## src/rtl/maxpool_relu_dw1_pkg.sv

```systemverilog
// maxpool_relu_dw1_pkg: shared defaults, pool size and signed saturation helper.
package maxpool_relu_dw1_pkg;
  localparam int I_BW_DEF = 20;
  localparam int O_BW_DEF = 16;
  localparam int IF_SIZE_DEF = 24;
  localparam int POOL_SIZE = 2;
  function automatic logic signed [63:0] clip_s(input logic signed [63:0] x, input int bw);
    logic signed [63:0] hi, lo;
    hi = (64'sd1 <<< (bw - 1)) - 64'sd1;
    lo = -hi - 64'sd1;
    return x > hi ? hi : x < lo ? lo : x;
  endfunction
endpackage

```

## src/rtl/maxpool_relu_dw1_if.sv

```systemverilog
// maxpool_relu_dw1_if: sample stream in, pooled stream out.
interface maxpool_relu_dw1_if
  import maxpool_relu_dw1_pkg::*;
#(
  parameter int I_BW = I_BW_DEF,
  parameter int O_BW = O_BW_DEF
);
  logic signed [I_BW-1:0] i_conv_result;
  logic i_valid_conv;
  logic signed [O_BW-1:0] o_pool_result;
  logic o_valid_pool;
  logic o_end_pool;
  modport master(output i_conv_result, i_valid_conv, input o_pool_result, o_valid_pool, o_end_pool);
  modport slave(input i_conv_result, i_valid_conv, output o_pool_result, o_valid_pool, o_end_pool);
endinterface

```

## src/rtl/maxpool_relu_dw1_pool_line_buffer.sv

```systemverilog
// pool_line_buffer: one row of horizontal maxima, sync write, async read.
module pool_line_buffer #(
  parameter int DEPTH = 12,
  parameter int AW = 4,
  parameter int W = 16
) (
  input  logic          clk,
  input  logic          i_we,
  input  logic [AW-1:0] i_waddr,
  input  logic [W-1:0]  i_wdata,
  input  logic [AW-1:0] i_raddr,
  output logic [W-1:0]  o_rdata
);
  logic [W-1:0] r_mem [DEPTH];
  always_ff @(posedge clk)
    if (i_we) r_mem[i_waddr] <= i_wdata;
  assign o_rdata = r_mem[i_raddr];
endmodule

```

## src/rtl/maxpool_relu_dw1.sv

```systemverilog
// maxpool_relu_dw1: 2x2 signed max pool of a raster map with saturation to O_BW.
// Define POOL_RELU_EN to zero negative samples before pooling.
module maxpool_relu_dw1
  import maxpool_relu_dw1_pkg::*;
#(
  parameter int I_BW = I_BW_DEF,
  parameter int O_BW = O_BW_DEF,
  parameter int IF_SIZE = IF_SIZE_DEF
) (
  input logic clk,
  input logic global_rst_n,
  input logic rst,
  input logic ce,
  maxpool_relu_dw1_if.slave pif
);
  localparam int LB_N = IF_SIZE / POOL_SIZE;
  localparam int AW = LB_N > 1 ? $clog2(LB_N) : 1;
  localparam int CW = AW + 1;
  if (IF_SIZE % POOL_SIZE != 0) begin : g_bad_size
    $error("IF_SIZE must be even");
  end
  logic [CW-1:0] r_col, r_row;
  logic signed [O_BW-1:0] r_hold, r_res, w_clip, w_s, w_hmax, w_pmax;
  logic [O_BW-1:0] w_lb;
  logic r_valid, r_end;
  logic w_acc, w_last_col, w_last_row, w_we;
  always_comb begin
    w_clip = O_BW'(clip_s(64'(pif.i_conv_result), O_BW));
`ifdef POOL_RELU_EN
    w_s = w_clip[O_BW-1] ? '0 : w_clip;
`else
    w_s = w_clip;
`endif
    w_hmax = w_s > r_hold ? w_s : r_hold;
    w_pmax = $signed(w_lb) > w_hmax ? $signed(w_lb) : w_hmax;
    w_acc = ce && pif.i_valid_conv;
    w_last_col = r_col == CW'(IF_SIZE - 1);
    w_last_row = r_row == CW'(IF_SIZE - 1);
    w_we = w_acc && !rst && r_col[0] && !r_row[0];
  end
  pool_line_buffer #(.DEPTH(LB_N), .AW(AW), .W(O_BW)) u_lb (
    .clk(clk),
    .i_we(w_we),
    .i_waddr(r_col[CW-1:1]),
    .i_wdata(w_hmax),
    .i_raddr(r_col[CW-1:1]),
    .o_rdata(w_lb)
  );
  always_ff @(posedge clk or negedge global_rst_n)
    if (!global_rst_n) begin
      r_col <= '0;
      r_row <= '0;
      r_hold <= '0;
      r_res <= '0;
      r_valid <= 1'b0;
      r_end <= 1'b0;
    end else if (rst) begin
      r_col <= '0;
      r_row <= '0;
      r_hold <= '0;
      r_res <= '0;
      r_valid <= 1'b0;
      r_end <= 1'b0;
    end else begin
      r_valid <= w_acc && r_col[0] && r_row[0];
      r_end <= w_acc && w_last_col && w_last_row;
      if (w_acc) begin
        r_col <= w_last_col ? '0 : r_col + 1'b1;
        if (w_last_col) r_row <= w_last_row ? '0 : r_row + 1'b1;
        if (!r_col[0]) r_hold <= w_s;
        if (r_col[0] && r_row[0]) r_res <= w_pmax;
      end
    end
  assign pif.o_pool_result = r_res;
  assign pif.o_valid_pool = r_valid;
  assign pif.o_end_pool = r_end;
endmodule

```

## src/flat_wrapper.sv

```systemverilog
// flat-port wrapper written by rule: the top's interface ports become plain ports
module maxpool_relu_dw1_flat import maxpool_relu_dw1_pkg::*;
#(
  parameter int I_BW = I_BW_DEF,
  parameter int O_BW = O_BW_DEF,
  parameter int IF_SIZE = IF_SIZE_DEF
)
  (clk, global_rst_n, rst, ce, pif_i_conv_result, pif_i_valid_conv, pif_o_pool_result, pif_o_valid_pool, pif_o_end_pool);
  maxpool_relu_dw1_if #(.I_BW(I_BW), .O_BW(O_BW)) pif_i ();
  input logic clk;
  input logic global_rst_n;
  input logic rst;
  input logic ce;
  input wire logic [$bits(pif_i.i_conv_result)-1:0] pif_i_conv_result;
  input wire logic [$bits(pif_i.i_valid_conv)-1:0] pif_i_valid_conv;
  output wire logic [$bits(pif_i.o_pool_result)-1:0] pif_o_pool_result;
  output wire logic [$bits(pif_i.o_valid_pool)-1:0] pif_o_valid_pool;
  output wire logic [$bits(pif_i.o_end_pool)-1:0] pif_o_end_pool;
  assign pif_i.i_conv_result = pif_i_conv_result;
  assign pif_i.i_valid_conv = pif_i_valid_conv;
  assign pif_o_pool_result = pif_i.o_pool_result;
  assign pif_o_valid_pool = pif_i.o_valid_pool;
  assign pif_o_end_pool = pif_i.o_end_pool;
  maxpool_relu_dw1 #(.I_BW(I_BW), .O_BW(O_BW), .IF_SIZE(IF_SIZE)) u_core (.clk(clk), .global_rst_n(global_rst_n), .rst(rst), .ce(ce), .pif(pif_i));
endmodule
```

## config.mk

```make
export PLATFORM = sky130hd
export DESIGN_NAME = maxpool_relu_dw1_flat
export DESIGN_NICKNAME = d
export VERILOG_FILES = /design/src/rtl/maxpool_relu_dw1_pkg.sv /design/src/rtl/maxpool_relu_dw1_if.sv /design/src/rtl/maxpool_relu_dw1_pool_line_buffer.sv /design/src/rtl/maxpool_relu_dw1.sv /design/src/flat_wrapper.sv
export SDC_FILE = /design/constraint.sdc
export NUM_CORES = 1
export LEC_CHECK = 0
export ABC_AREA = 1
export CORE_MARGIN = 3
export CORE_UTILIZATION = 60
export DETAILED_ROUTE_END_ITERATION = 16
export PLACE_DENSITY_LB_ADDON = 0.25
export SYNTH_ARGS = -nofsm -noshare
export SYNTH_HDL_FRONTEND = slang
export SYNTH_SLANG_ARGS = --single-unit
```

## constraint.sdc

```tcl
create_clock -name clk -period 4.7 [get_ports clk]
set_clock_uncertainty 0.1 [all_clocks]
set_input_delay 0.705 -clock clk [delete_from_list [all_inputs] [get_ports clk]]
set_output_delay 0.705 -clock clk [all_outputs]
set_load 0.02 [all_outputs]
```

==> flow_summary.toml <==
[run_status]
status = "complete, but fails checks"
violations = "setup timing"

[global_routing]
grt_use_total_pct = 30.09
grt_remaining_overflow = 0
grt_pass1_wl_um = 41980
grt_pass1_vias = 7501
grt_max_degree = 45
antenna_found_initial = 0

[clocking]
cts_buffers = 24
cts_root_buffer = "clkbuf_16"
insertion_delay_ps = 520
clock-sinks = 236
hold_buffers = 0
cts_tree = "yes"
clkTransAtPathRegs_ps = 70
ctsHtreeMaxLevel = 1
cts.path.max_buffers = 3

[drt]
firstDrtPassIters = 5
vias = 8010
final_antenna_net_count = 0
wl_per_cell_um = 23.79
initialDrtViolationCount = 969
post-route-drc-count = 0
via_per_inst = 6.312
totalWireLength_um = 30190

[die]
num_rows = 47
die_h_um = 136.3
die_w_um = 136.3
core_region_area_um2 = 16580
io_pins = 43
initial_utilization_pct = 61.42
dieArea_um2 = 18570

[synth]
ys_async_sr_fraction_pct = 18.64
synth-warning-count = 0
synthesis.nets = 938
ys_seq_area_share_pct = 67.42
synth_cells = 880
synth_ff_type = "edfxtp_1"
synth-edff-count = 192
syn_area_um2 = 10180
synth_seq_cells = 236
synth_cell_types = 38
avgSynthCellArea_um2 = 11.57

[cells_and_area]
n_antenna_cell = 0
seqCellArea_um2 = 6867
finalInstanceArea_um2 = 13150
final_nets = 1091
multi_input_area_um2 = 3471
drive_above_1_share_pct = 26.02
syn_to_final_growth_pct = 29.13
final_cell_mix = "edfxtp_1, nand2_1, o22ai_1"
fillers = 931
final_common_cell = "edfxtp_1"

[timing]
final_hold_viol_count = 0
worstMarginPinSlew_ps = 1390
min_period_ps = 4935
fmax_mhz = 202.6
setup_tns_ps = -2766
relSlewSlack_pct = 6.807
finalSetupViolations = 16
fin_ws_ps = -235.1
slew_violations = 0
fin_crit_sh_pct = 105.0
whs_ps = 289.4
grt_setup_unrepaired = "true"

[place]
dpl.hpwl_um = 16650
dp_slack_ps = -1062
io_buffer_count = 42
placed_area_um2 = 11550
gp_congestion = 0.9030

[critical_path]
r2r_end = "u_core.pif.o_pool_result[14]"
required_ps = 5060
crit_arrival_ps = 5290
end_kind = "flip-flop"
crit_top_cell = "nand2_1"
crit_buf_inv = 11
ff2ff_setup_slack_ps = 200
crit_family = "simple AND/OR/NAND/NOR gates"
crit_type = "input port to flip-flop"
r2r-start = "u_core.r_col[2]"
path_max_fanout = 9
rr_worst_depth = 20
worstSetupStartpointType = "input port"
cpMaxStageDelayCell = "ha_1"
slowest_delay_ps = 390

[power]
total_power_mw = 4.980
pwr_density_cell_nw_per_um2 = 378.6
p_leak_nw = 5.163
irDropWorstVdd_mv = 0.3583

[run]
cap_violations = 0

[min_path]
hold_class = "input port to async pin"
[routing by layer]
metal  part of all wire [%]  up-vias  track usage, %
met5                      0        -               0
met4                    5.1        0           10.30
met3                    9.2      133           4.367
met2                     48      487           48.40
met1                     38     3914           42.63
li1                       -     3476               -
[synthesized netlist by cell type, types with 8 or more instances]
cell type    n  area (um^2)
a31oi_1      8        50.05
o22ai_1    101        631.9
clkbuf_1    23        86.33
ha_1        33        412.9
nor2_1      59        221.5
nand3_1     51        255.2
dfrtp_1     44         1101
edfxtp_1   192         5766
nand2_1    131        491.7
inv_1       98        367.9
a21oi_1     13        65.06
o21ai_0     67        335.3
[cell type report]
| cell class | count | area share, % |
|---|---|---|
| inverter | 103 | 2.959 |
| timing repair buffer | 158 | 10.86 |
| tap | 220 | 2.093 |
| multi-input combinational | 510 | 26.39 |
| clock buffer | 29 | 4.871 |
| clock inverter | 13 | 0.6184 |
| sequential | 236 | 52.21 |
[power breakdown]
| group | switching, mW | leakage [nW] | internal (mW) |
|---|---|---|---|
| clock | 0.759 | 0.349 | 1.02 |
| sequential | 0.00576 | 2.36 | 2.34 |
| combinational | 0.504 | 2.46 | 0.357 |
| total | 1.27 | 5.16 | 3.71 |
[state kept, by name, indices dropped and copies added, names as in the netlist]
signal,flops
u_core.r_row,5
u_core.r_col,5
u_core.pif.o_pool_result,16
u_core.r_hold,16
u_core.pif.o_valid_pool,1
u_core.u_lb.r_mem,192
u_core.pif.o_end_pool,1
[timing repair]
action                                  CTS  global route
gates resized for setup                  68            85
cloned                                    4             0
buffers inserted                         17            10
endpoints found under the setup margin   16            16
pin swaps                                28            58
[worst max-delay path by stage]
stage                                      from  slack [ps]                      endpoint  depth (start not counted)
after global placement    pif_i_conv_result[16]        -980   u_core.pif.o_pool_result[6]                         31
after global routing      pif_i_conv_result[19]        -350  u_core.pif.o_pool_result[14]                         32
after floorplan           pif_i_conv_result[16]          10   u_core.pif.o_pool_result[4]                         30
after CTS                 pif_i_conv_result[16]         -20  u_core.pif.o_pool_result[10]                         36
final                     pif_i_conv_result[19]        -240  u_core.pif.o_pool_result[14]                         32
after detailed placement  pif_i_conv_result[16]       -1060  u_core.pif.o_pool_result[13]                         31
[stage by stage]
step,cells,util (%)
floorplan,880,-
global placement,1198,69.68
detailed placement,1198,69.68
CTS,1261,77.09
global route,1269,79.30
finish,1269,79.30
[cells by family after synthesis]
family | count (synthesis) | share of synthesized area, %
XOR/XNOR | 3 | 0.2580
AND/OR/NAND/NOR | 264 | 11.17
AO/OA/AOI/OAI | 208 | 11.93
buffers and inverters | 136 | 5.172
flip-flops | 236 | 67.42
adder cells (fa/ha/maj) | 33 | 4.054
No activity file was read; power rests on OpenSTA's default activity.
